==> config.mk <==
export PLATFORM = sky130hd
export DESIGN_NAME = riscv_core_hazard_unit
export DESIGN_NICKNAME = d
export VERILOG_FILES = /design/src/rtl/riscv_core_hazard_unit.sv
export SDC_FILE = /design/constraint.sdc
export NUM_CORES = 1
export LEC_CHECK = 0
export CAP_MARGIN = 20
export CORE_UTILIZATION = 28
export CTS_BUF_LIST = sky130_fd_sc_hd__clkbuf_8
export DETAILED_ROUTE_END_ITERATION = 10
export GPL_TIMING_DRIVEN = 0
export MAX_ROUTING_LAYER = met4
export PLACE_DENSITY = 0.87
export SYNTH_ARGS = -nofsm -noshare
export SYNTH_HDL_FRONTEND = slang
export SYNTH_HIERARCHICAL = 1
export SYNTH_SLANG_ARGS = --single-unit
==> constraint.sdc <==
create_clock -name i_clk -period 2.2 [get_ports i_clk]
set_clock_uncertainty 0.15 [all_clocks]
set_input_delay 0.44 -clock i_clk [delete_from_list [all_inputs] [get_ports i_clk]]
set_output_delay 0.44 -clock i_clk [all_outputs]
set_load 0.05 [all_outputs]
==> src/rtl/riscv_core_hazard_unit.sv <==
// Hazard controller for the 5-stage core: EX operand forwarding, load-use/branch
// stall+flush, and mul/div sequencing. Define RISCV_CORE_HAZARD_PERF_EN for stall/flush counters.

// One forwarding select: MEM beats WB, x0 never forwarded.
module riscv_core_hazard_fwd #(
  parameter int REG_AW = 5
) (
  input  logic [REG_AW-1:0] ex_rs,
  input  logic [REG_AW-1:0] mem_rd,
  input  logic [REG_AW-1:0] wb_rd,
  input  logic              mem_regwrite,
  input  logic              wb_regwrite,
  output logic [1:0]        sel
);
  always_comb begin
    sel = 2'b00;
    if (mem_regwrite && (mem_rd != '0) && (mem_rd == ex_rs))     sel = 2'b10;
    else if (wb_regwrite && (wb_rd != '0) && (wb_rd == ex_rs))   sel = 2'b01;
  end
endmodule

module riscv_core_hazard_unit #(
  parameter int REG_AW = 5,
  parameter int CNT_W  = 32
) (
  input  logic              i_clk,
  input  logic              i_rst,
  input  logic [REG_AW-1:0] i_id_rs1,
  input  logic [REG_AW-1:0] i_id_rs2,
  input  logic [REG_AW-1:0] i_ex_rs1,
  input  logic [REG_AW-1:0] i_ex_rs2,
  input  logic [REG_AW-1:0] i_ex_rd,
  input  logic              i_ex_is_load,
  input  logic              i_ex_is_md,
  input  logic              i_ex_br_taken,
  input  logic [REG_AW-1:0] i_mem_rd,
  input  logic [REG_AW-1:0] i_wb_rd,
  input  logic              i_mem_regwrite,
  input  logic              i_wb_regwrite,
  input  logic              i_md_done,
  output logic [1:0]        o_fwd_a_sel,
  output logic [1:0]        o_fwd_b_sel,
  output logic              o_md_start,
  output logic              o_stall_if,
  output logic              o_stall_id,
  output logic              o_stall_ex,
  output logic              o_flush_id,
  output logic              o_flush_ex,
  output logic              o_flush_mem,
  output logic [CNT_W-1:0]  o_stall_cnt,
  output logic [CNT_W-1:0]  o_flush_cnt
);
  localparam int NUM_OPS = 2;

  typedef enum logic {IDLE, MD_BUSY} md_state_e;
  md_state_e state, state_nxt;

  logic [NUM_OPS-1:0][REG_AW-1:0] ex_rs;
  logic [NUM_OPS-1:0][1:0]        fwd_sel;
  logic                           load_use, br_flush;

  assign ex_rs = {i_ex_rs2, i_ex_rs1};

  for (genvar g = 0; g < NUM_OPS; g++) begin : g_fwd
    riscv_core_hazard_fwd #(.REG_AW(REG_AW)) u_fwd (
      .ex_rs        (ex_rs[g]),
      .mem_rd       (i_mem_rd),
      .wb_rd        (i_wb_rd),
      .mem_regwrite (i_mem_regwrite),
      .wb_regwrite  (i_wb_regwrite),
      .sel          (fwd_sel[g])
    );
  end

  // Outputs are forced quiet while reset is held.
  assign o_fwd_a_sel = i_rst ? 2'b00 : fwd_sel[0];
  assign o_fwd_b_sel = i_rst ? 2'b00 : fwd_sel[1];

  assign load_use = i_ex_is_load && (i_ex_rd != '0) &&
                    ((i_ex_rd == i_id_rs1) || (i_ex_rd == i_id_rs2));
  assign br_flush = !i_rst && (state == IDLE) && i_ex_br_taken;

  always_ff @(posedge i_clk) begin
    if (i_rst) state <= IDLE;
    else       state <= state_nxt;
  end

  always_comb begin
    state_nxt = state;
    case (state)
      IDLE:    if (i_ex_is_md && !i_ex_br_taken) state_nxt = MD_BUSY;
      MD_BUSY: if (i_md_done)                    state_nxt = IDLE;
      default: state_nxt = IDLE;
    endcase
  end

  // While busy, branch and load-use are masked; the done cycle releases the hold.
  always_comb begin
    o_md_start  = 1'b0;
    o_stall_if  = 1'b0;
    o_stall_id  = 1'b0;
    o_stall_ex  = 1'b0;
    o_flush_id  = 1'b0;
    o_flush_ex  = 1'b0;
    o_flush_mem = 1'b0;
    if (!i_rst) begin
      case (state)
        IDLE: begin
          o_md_start = i_ex_is_md && !i_ex_br_taken;
          if (br_flush) begin
            o_flush_id = 1'b1;
            o_flush_ex = 1'b1;
          end else if (load_use) begin
            o_stall_if = 1'b1;
            o_stall_id = 1'b1;
            o_flush_ex = 1'b1;
          end
        end
        MD_BUSY: begin
          o_stall_if  = !i_md_done;
          o_stall_id  = !i_md_done;
          o_stall_ex  = !i_md_done;
          o_flush_mem = !i_md_done;
        end
        default: ;
      endcase
    end
  end

`ifdef RISCV_CORE_HAZARD_PERF_EN
  logic [CNT_W-1:0] stall_cnt_q, flush_cnt_q;

  always_ff @(posedge i_clk) begin
    if (i_rst) begin
      stall_cnt_q <= '0;
      flush_cnt_q <= '0;
    end else begin
      if (o_stall_if && !(&stall_cnt_q)) stall_cnt_q <= stall_cnt_q + 1'b1;
      if (br_flush   && !(&flush_cnt_q)) flush_cnt_q <= flush_cnt_q + 1'b1;
    end
  end

  assign o_stall_cnt = stall_cnt_q;
  assign o_flush_cnt = flush_cnt_q;
`else
  assign o_stall_cnt = '0;
  assign o_flush_cnt = '0;
`endif
endmodule

==> results.yml <==
critical_path:
  cpPeakStageDelay_ps: 540
  critPathArrivalTime_ps: 1700
  critPathCaptureType: "primary output"
  path_max_fanout: 2
  worst_path_max_delay_cell: "or4_4"
  ff2ff_setup_slack_ps: 1010
  cp-startpoint: "i_ex_rd[2]"
  r2r-start: "state"
  crit_required_ps: 1610
  crit_path_frequent_cell: "buf_8"
  crit_type: "input port to primary output"
  crit_chain: "buf_8 -> or4_4 -> o21ai_4 -> or2b_1 -> o21bai_2 -> buf_4 -> buf_8"
  start_kind: "input port"
timing:
  fmax_mhz: 437
  hold_viol: 0
  setup_slack_ps: -87.1
  period_minus_slack_ps: 2290
  setup_violations: 2
  finalCritPeriodShare_pct: 104
  rsz0062_at_grt: "yes"
  drv_slew: 0
synth:
  synth_edf_count: 0
  yosys.area.top_type: "buf_4"
  synth.avg_cell_area_um2: 7.52
  yosysMostFrequentCell: "buf_4"
  synth_area_leaders: "buf_4, xor2_1, xnor2_1"
  synthArstFlopShare_pct: 0
  synth_commonest_cells: "buf_4, xor2_1, xnor2_1"
  synth_area_um2: 1040
  ys.warnings.count: 6
  synth_top_flop_cell: "dfxtp_1"
  synth_top_area_share_pct: 47.4
  syn_inst: 139
  ys_types: 25
  yosysSeqAreaShare_pct: 1.92
  synth_seq_cells: 1
global_routing:
  grt_overflow_total: 0
  grt_pass1_vias: 1024
  grt_max_degree: 9
  antenna_found_initial: 0
  grt_pass1_wl_um: 4140
  grtUsageTotal_pct: 12.5
cells_and_area:
  fill_cells: 334
  insertedDiodeCount: 0
  top_regs: "state: 1 flops"
  nNetsFinal: 303
  fin_cells: 304
  final_area_um2: 1950
  regArea_um2: 20.0
  drive_above_1_share_pct: 50.4
  multi_input_area_um2: 886
  top_register: "state"
  largest_reg_flops: 1
  area_growth_pct: 86.5
detailed_routing:
  drtIter0Drc: 18
  ant_nets: 0
  drc_errors: 0
  vias: 1082
  via_per_inst: 3.56
  wl_per_cell_um: 8.86
  first_pass_iters: 3
  wl_um: 2690
place:
  place_inst: 301
  io_buffers: 53
  hpwlAfterDp_um: 2340
  dp_slack_ps: -1110
  place.gp.congestion: 0.840
  place_area_um2: 1910
clock_network:
  hold_buffers: 0
  clock_latency_ps: 0
  clkTransAtPathRegs_ps: 0
worst_hold_path:
  hold_path_startpoint: "state"
  worstHoldPathType: "register to register"
pwr:
  p_leak_uw: 0.00108
  ir_worst_vdd_v: 0.000162
  power_density_nw_per_um2: 289
job:
  max-cap-violations: 0
die:
  start_util_pct: 30.4
  die_y_um: 63.1
  die_area_um2: 3980
  core-area_um2: 3440
  fp.dieW_um: 63.1
  row_count: 21
  ioPinCount: 118
outcome:
  status: "complete, but fails checks"
  violations: "setup timing"
## stage by stage
stage	total power, µW	hold slack, ps	utilization [%]	TNS [ps]
6_report	563	645	56.6	-88.0
5_1_grt	590	703	56.6	-233
4_1_cts	548	691	55.3	-252
3_5_place_dp	559	694	55.6	-9890
3_3_place_gp	556	687	55.6	-9810
2_1_floorplan	437	719	-	-119
## final cells by class
class	count	share of cell area (%)
Buffer	66	25.4
Inverter	1	0.193
Multi-Input combinational cell	134	45.5
Sequential cell	1	1.03
Tap cell	46	2.95
Timing Repair Buffer	56	24.9
## layout by cell type, fill, tap and decap left out, types with 3 or more instances in the layout
cell type        count
buf_2               14
buf_4               70
buf_6                6
buf_8                4
clkbuf_2             5
clkdlybuf4s15_2      5
clkdlybuf4s50_1      4
conb_1              64
dlygate4sd2_1        9
dlymetal6s2s_1       3
nand2_1              5
nand3_1              4
nor2_1               3
nor2b_2              3
nor3_1               3
nor3_2               6
o41ai_4              3
xnor2_1              9
xor2_1              16
## timing repair
action                                  CTS  global route
pin swaps                                38            18
endpoints found under the setup margin   11             8
resized for setup                       160            33
buffers inserted                          1             2
## logic make-up (layout without fill, tap and decap cells)
kind of cell / Yosys count / count (layout) / share of synthesized area (%)
buffers and inverters: 67 / 123 / 47.8
DFF: 1 / 1 / 1.92
xor gates and xnor gates: 26 / 26 / 21.8
other: 1 / 64 / 0.359
AOI/OAI and AO/OA: 10 / 10 / 9.58
and+or+nand+nor: 34 / 34 / 18.6
## power by group
group	internal (µW)	switching, µW
sequential	19.6	1.91
combinational	183	359
clock	0	0
total	202	361
## critical path: cells and delay by family
family	cells	cell delay, ps
compound gates	2	210
buf+inv	3	370
simple gates	2	670
## path summary, 6_finish.rpt
path              cells after the start          to
setup / recovery                      7  o_stall_if
hold / removal                        3       state
setup reg to reg                      3       state
hold reg to reg                       3       state
## routing by layer
layer / part of all wire (%) / GRT usage, %
met2: 55 / 24.7
met1: 34 / 13.3
met4: 0 / 0.581
met5: 0 / -
met3: 11 / 2.17
Power figures use the tool's default switching activity.
